### src/rtl/alu_ctrl_pkg.sv
// Shared definitions for the ALU fetch/issue controller: opcodes, FSM states,
// instruction field positions and the HALT encoding.
package alu_ctrl_pkg;

    localparam logic [2:0] OP_NOP = 3'b000;
    localparam logic [2:0] OP_ADD = 3'b001;
    localparam logic [2:0] OP_SUB = 3'b010;
    localparam logic [2:0] OP_AND = 3'b011;
    localparam logic [2:0] OP_NOT = 3'b100;
    localparam logic [2:0] OP_OR  = 3'b101;
    localparam logic [2:0] OP_CMP = 3'b110;
    localparam logic [2:0] OP_BEQ = 3'b111;

    typedef enum logic [1:0] {
        IDLE    = 2'd0,
        FETCH   = 2'd1,
        ISSUE   = 2'd2,
        CAPTURE = 2'd3
    } state_e;

    localparam int IR_OP_HI  = 15;
    localparam int IR_OP_LO  = 13;
    localparam int IR_RD_HI  = 12;
    localparam int IR_RD_LO  = 11;
    localparam int IR_RA_HI  = 10;
    localparam int IR_RA_LO  = 9;
    localparam int IR_RB_HI  = 8;
    localparam int IR_RB_LO  = 7;
    localparam int IR_IMM_HI = 5;
    localparam int IR_IMM_LO = 0;

    localparam logic [5:0] HALT_IMM = 6'h3F;

    localparam int NUM_REGS  = 4;
    localparam int REG_SEL_W = 2;

endpackage

### src/rtl/ctrl_regfile.sv
// 4-entry register file: two operand read ports, a debug read port and a
// single write port whose source is selected by the controller.
module ctrl_regfile
    import alu_ctrl_pkg::*;
#(
    parameter int DATA_W = 8
) (
    input  logic                 clk,
    input  logic                 rst_n,
    input  logic                 we,
    input  logic [REG_SEL_W-1:0] waddr,
    input  logic [DATA_W-1:0]    wdata,
    input  logic [REG_SEL_W-1:0] ra_sel,
    output logic [DATA_W-1:0]    ra_data,
    input  logic [REG_SEL_W-1:0] rb_sel,
    output logic [DATA_W-1:0]    rb_data,
    input  logic [REG_SEL_W-1:0] dbg_sel,
    output logic [DATA_W-1:0]    dbg_data
);

    logic [DATA_W-1:0] regs_q [NUM_REGS];
    logic [DATA_W-1:0] regs_d [NUM_REGS];

    always_comb begin
        regs_d = regs_q;
        if (we) begin
            regs_d[waddr] = wdata;
        end
    end

    always_ff @(posedge clk or negedge rst_n) begin
        if (!rst_n) begin
            for (int i = 0; i < NUM_REGS; i++) begin
                regs_q[i] <= '0;
            end
        end else begin
            regs_q <= regs_d;
        end
    end

    assign ra_data  = regs_q[ra_sel];
    assign rb_data  = regs_q[rb_sel];
    assign dbg_data = regs_q[dbg_sel];

endmodule

### src/rtl/alu_issue_ctrl.sv
// Fetch/issue controller driving an 8-bit registered ALU: fetches instructions,
// issues operands, captures results one cycle later and resolves BEQ branches.
module alu_issue_ctrl
    import alu_ctrl_pkg::*;
#(
    parameter int DATA_W = 8,
    parameter int PC_W   = 6,
    parameter int IW     = 16
) (
    input  logic              CLK,
    input  logic              RST_N,
    input  logic              run,
    output logic              imem_req,
    output logic [PC_W-1:0]   imem_addr,
    input  logic [IW-1:0]     imem_data,
    input  logic              imem_valid,
    output logic [2:0]        alu_instr,
    output logic [DATA_W-1:0] alu_a,
    output logic [DATA_W-1:0] alu_b,
    output logic [PC_W-1:0]   alu_branch_addr,
    input  logic [DATA_W-1:0] alu_out,
    input  logic              alu_co,
    input  logic              dbg_we,
    input  logic [1:0]        dbg_sel,
    input  logic [DATA_W-1:0] dbg_wdata,
    output logic [DATA_W-1:0] dbg_rdata,
    output logic              carry_flag,
    output logic              eq_flag,
    output logic              halted
);

    state_e            state_q, state_d;
    logic [PC_W-1:0]   pc_q, pc_d;
    logic [IW-1:0]     ir_q, ir_d;
    logic              carry_q, carry_d;
    logic              eq_q, eq_d;

    logic [2:0]        f_op;
    logic [5:0]        f_imm;
    logic [2:0]        ir_op;
    logic [1:0]        ir_rd, ir_ra, ir_rb;
    logic [PC_W-1:0]   pc_inc;
    logic              unused_ir6;

    logic              rf_we;
    logic [1:0]        rf_waddr;
    logic [DATA_W-1:0] rf_wdata;
    logic [DATA_W-1:0] ra_data, rb_data;

    assign f_op   = imem_data[IR_OP_HI:IR_OP_LO];
    assign f_imm  = imem_data[IR_IMM_HI:IR_IMM_LO];
    assign ir_op  = ir_q[IR_OP_HI:IR_OP_LO];
    assign ir_rd  = ir_q[IR_RD_HI:IR_RD_LO];
    assign ir_ra  = ir_q[IR_RA_HI:IR_RA_LO];
    assign ir_rb  = ir_q[IR_RB_HI:IR_RB_LO];
    assign pc_inc = pc_q + PC_W'(1);
    assign unused_ir6 = ir_q[6];

    ctrl_regfile #(
        .DATA_W (DATA_W)
    ) u_regfile (
        .clk      (CLK),
        .rst_n    (RST_N),
        .we       (rf_we),
        .waddr    (rf_waddr),
        .wdata    (rf_wdata),
        .ra_sel   (ir_ra),
        .ra_data  (ra_data),
        .rb_sel   (ir_rb),
        .rb_data  (rb_data),
        .dbg_sel  (dbg_sel),
        .dbg_data (dbg_rdata)
    );

    always_comb begin
        state_d  = state_q;
        pc_d     = pc_q;
        ir_d     = ir_q;
        carry_d  = carry_q;
        eq_d     = eq_q;
        rf_we    = 1'b0;
        rf_waddr = dbg_sel;
        rf_wdata = dbg_wdata;

        case (state_q)
            IDLE: begin
                rf_we = dbg_we;
                if (run) begin
                    state_d = FETCH;
                end
            end
            FETCH: begin
                if (imem_valid) begin
                    ir_d = imem_data;
                    case (f_op)
                        OP_NOP: begin
                            // HALT leaves PC on itself so a later run re-fetches it
                            if (f_imm == HALT_IMM) begin
                                state_d = IDLE;
                            end else begin
                                pc_d = pc_inc;
                            end
                        end
                        OP_BEQ: begin
                            pc_d = eq_q ? PC_W'(f_imm) : pc_inc;
                            eq_d = 1'b0;
                        end
                        default: state_d = ISSUE;
                    endcase
                end
            end
            ISSUE: begin
                state_d = CAPTURE;
            end
            CAPTURE: begin
                pc_d    = pc_inc;
                state_d = FETCH;
                rf_waddr = ir_rd;
                rf_wdata = alu_out;
                case (ir_op)
                    OP_ADD, OP_SUB: begin
                        rf_we   = 1'b1;
                        carry_d = alu_co;
                    end
                    OP_AND, OP_NOT, OP_OR: begin
                        rf_we   = 1'b1;
                        carry_d = 1'b0;
                    end
                    OP_CMP: begin
                        eq_d = alu_out[0];
                    end
                    default: ;
                endcase
            end
            default: state_d = IDLE;
        endcase
    end

    always_ff @(posedge CLK or negedge RST_N) begin
        if (!RST_N) begin
            state_q <= IDLE;
            pc_q    <= '0;
            ir_q    <= '0;
            carry_q <= 1'b0;
            eq_q    <= 1'b0;
        end else begin
            state_q <= state_d;
            pc_q    <= pc_d;
            ir_q    <= ir_d;
            carry_q <= carry_d;
            eq_q    <= eq_d;
        end
    end

    // ALU drive is qualified by ISSUE so the ALU sees NOP/zero operands otherwise
    assign alu_instr       = (state_q == ISSUE) ? ir_op   : OP_NOP;
    assign alu_a           = (state_q == ISSUE) ? ra_data : '0;
    assign alu_b           = (state_q == ISSUE) ? rb_data : '0;
    assign alu_branch_addr = PC_W'(ir_q[IR_IMM_HI:IR_IMM_LO]);
    assign imem_req        = (state_q == FETCH);
    assign imem_addr       = pc_q;
    assign carry_flag      = carry_q;
    assign eq_flag         = eq_q;
    assign halted          = (state_q == IDLE);

endmodule

### config.mk
export PLATFORM = sky130hd
export DESIGN_NAME = alu_issue_ctrl
export DESIGN_NICKNAME = d
export VERILOG_FILES = /design/src/rtl/alu_ctrl_pkg.sv /design/src/rtl/ctrl_regfile.sv /design/src/rtl/alu_issue_ctrl.sv
export SDC_FILE = /design/constraint.sdc
export NUM_CORES = 1
export LEC_CHECK = 0
export BUFFER_PORTS_ARGS = -buffer_cell sky130_fd_sc_hd__buf_2
export CORE_MARGIN = 10
export CORE_UTILIZATION = 45
export CTS_BUF_LIST = sky130_fd_sc_hd__clkbuf_16
export CTS_CLUSTER_SIZE = 16
export DETAILED_ROUTE_END_ITERATION = 7
export MAX_ROUTING_LAYER = met4
export PLACE_DENSITY = 0.79
export SYNTH_ARGS = -nofsm -noshare
export SYNTH_HDL_FRONTEND = slang
export SYNTH_SLANG_ARGS = --single-unit
### constraint.sdc
create_clock -name CLK -period 6.25 [get_ports CLK]
set_clock_uncertainty 0.15 [all_clocks]
set_input_delay 0.625 -clock CLK [delete_from_list [all_inputs] [get_ports CLK]]
set_output_delay 0.625 -clock CLK [all_outputs]
set_load 0.01 [all_outputs]
==> flow_summary.yaml <==
outcome:
  status: "complete, no violations"
logic_synthesis:
  yosysSeqAreaShare_pct: 42.2
  yosysUniqueCellTypes: 36
  synth-edff-count: 0
  synth_top_area_share_pct: 42.2
  ys.warnings.count: 0
  ys.flop_type: "dfrtp_1"
  netlist_area_um2: 3380
  syn_nets: 305
  async_reset_ff_share_pct: 100
  synth_common_cells: "dfrtp_1, mux2_2, mux4_2"
  yosysTopAreaCell: "dfrtp_1"
  syn_avg_cell_area_um2: 13.0
  synth_area_leaders: "dfrtp_1, mux2_2, mux4_2, and2_1, ha_1"
  synth-seq-cells: 57
  synthMostInstantiatedCell: "dfrtp_1"
  syn_inst: 259
timing:
  period_share_pct: 48.4
  rsz0062_at_grt: "false"
  hold_violations: 0
  maxSlewViolCount: 0
  setup-violations-final: 0
  max_clock_freq_mhz: 331
  setup_tns_ps: 0
  worst_pin_slew_ps: 969
  relSlewSlack_pct: 35.4
  period_minus_slack_ps: 3020
pwr:
  leakage_nw: 1.88
  powerDensity_nw_per_um2: 514
  power_mw: 2.11
  vdd_drop_max_mv: 0.197
clocking:
  cts_sinks: 57
  clk_latency_ps: 330
  cts.path.max_buffers: 2
  post_cts_buffers: 0
  cts_tree: "yes"
  cts_hold_buf: 0
  cts_resized: 0
  h-tree-depth: 3
  clk_pin_slew_ps: 50
  numCtsBuffers: 9
  cts_root_buf: "clkbuf_16"
die:
  core_um2: 7290
  die_width_um: 107
  ios: 83
  num_rows: 31
  start_util_pct: 46.3
  die-area_um2: 11400
  die_y_um: 107
setup_path:
  critPathCaptureType: "flip-flop"
  max_stage_delay_ps: 820
  cp_num_buf_inv: 0
  crit_slowest_cell: "ha_1"
  arrival_ps: 3080
  critical_path.top_delay_family: "simple AND/OR/NAND/NOR gates"
  startpoint_type: "flip-flop"
  crit_required_ps: 6300
  crit_fanout: 20
  worstSetupPathType: "flip-flop to flip-flop"
  worstPathCellList: "ha_1, a32oi_1, or2_1, nor3_4, mux2_2"
placement:
  place_congestion: 0.842
  io_buffers: 81
  dpl.hpwl_um: 6060
grt:
  antenna_found_initial: 0
  grt_max_degree: 32
  grt.total_usage_pct: 15.2
  grt_pass1_vias: 2520
  grt-ovfl-total: 0
  grt_first_pass_wirelength_um: 13200
drt:
  dr.pass1.iters: 6
  vias_per_cell: 5.48
  route.detailed.drc: 0
  ant_nets: 0
  routed_wl_um: 8310
  vias: 2390
  drt_iter0_markers: 101
  wl_per_cell_um: 19.1
final_layout:
  drive_gt1_share_pct: 53.4
  num_antenna_cells: 0
  nNetsFinal: 378
  areaGrowthSynthToFinish_pct: 21.4
flow_run:
  drv_cap: 0
min_path:
  hold_path.class: "primary input to asynchronous set/reset pin"
-- final cells by class --
type | instances | area [um^2]
fill | 640 | 3190
multi-input combinational | 176 | 1830
tap | 99 | 124
sequential | 57 | 1430
inverter | 6 | 22.5
timing repair buffer | 82 | 413
clock buffer | 9 | 225
clock inverter | 7 | 61.3
-- kinds of logic (layout without fill, tap and decap cells) --
| group | Yosys count | count (layout) | share of synthesized area, % |
|---|---|---|---|
| muxes | 85 | 85 | 36.2 |
| DFF | 57 | 57 | 42.2 |
| and+or+nand+nor | 55 | 55 | 10.3 |
| AOI/OAI and AO/OA | 30 | 30 | 5.44 |
| buffers and inverters | 26 | 104 | 3.67 |
| adders and majority gates | 6 | 6 | 2.22 |
-- sequential cells by signal (all words and copies together) (netlist names) --
| signal | count |
|---|---|
| carry_flag | 1 |
| eq_flag | 1 |
| ir_q | 15 |
| imem_addr | 6 |
| u_regfile.regs_q | 32 |
| state_q | 2 |
-- report_power, final --
part / internal (mW) / switching [mW]
Sequential: 0.551 / 0.219
Combinational: 0.512 / 0.355
Clock: 0.303 / 0.168
Total: 1.37 / 0.742
-- layer usage --
metal,wire length (um),share of wire [%],track usage [%]
met4,161,1.9,6.58
met3,344,4.1,4.07
met5,0,0,-
met2,4430,53,25.3
met1,3370,41,16.9
-- stage by stage --
stage	utilization [%]	hold WS [ps]	cells	instance area, um^2	setup WS (ps)
final	56.2	151	436	4100	3230
after global routing	56.2	204	436	4100	3040
after CTS	56.2	175	436	4100	3190
after detailed placement	52.3	341	420	3810	3260
after global placement	52.3	331	420	3810	3330
after floorplan	-	179	259	3380	3990
-- worst register-to-register path, delay by kind of cell, from the launching register on --
| kind | cells | cell delay [ps] |
|---|---|---|
| flip-flops | 1 | 400 |
| AO/OA/AOI/OAI | 1 | 220 |
| AND/OR/NAND/NOR | 2 | 920 |
| multiplexers | 1 | 400 |
| adder cells (fa/ha/maj) | 1 | 820 |
-- layout by cell type (no fill, tap or decap), types with 2 or more instances in the layout --
cell / synthesis / routed
ha_1: 6 / 6
or3_1: 2 / 2
o21ai_0: 9 / 9
mux4_2: 24 / 24
nand2b_1: 2 / 2
clkbuf_16: 0 / 9
or3b_2: 2 / 2
nand2_1: 11 / 11
inv_1: 6 / 6
a31oi_1: 3 / 3
nor3_4: 4 / 4
a21oi_1: 9 / 9
mux2_1: 5 / 5
buf_2: 3 / 81
nand3_1: 6 / 6
mux2_2: 52 / 52
nor2_1: 4 / 4
mux2i_1: 4 / 4
clkinv_2: 0 / 4
and2_1: 19 / 19
dfrtp_1: 57 / 57
-- worst paths after layout --
path	from	end	slack (ps)	cells after the start
setup / recovery	state_q[0]	u_regfile.regs_q[18]	3230	5
hold / removal	RST_N	imem_addr[4]	150	1
setup reg to reg	state_q[0]	u_regfile.regs_q[18]	3230	5
hold reg to reg	ir_q[1]	ir_q[1]	350	1
max in group asynchronous	RST_N	u_regfile.regs_q[22]	4960	2
min in group CLK	ir_q[1]	ir_q[1]	350	1
Note: power is estimated with default switching activity, not from simulation.
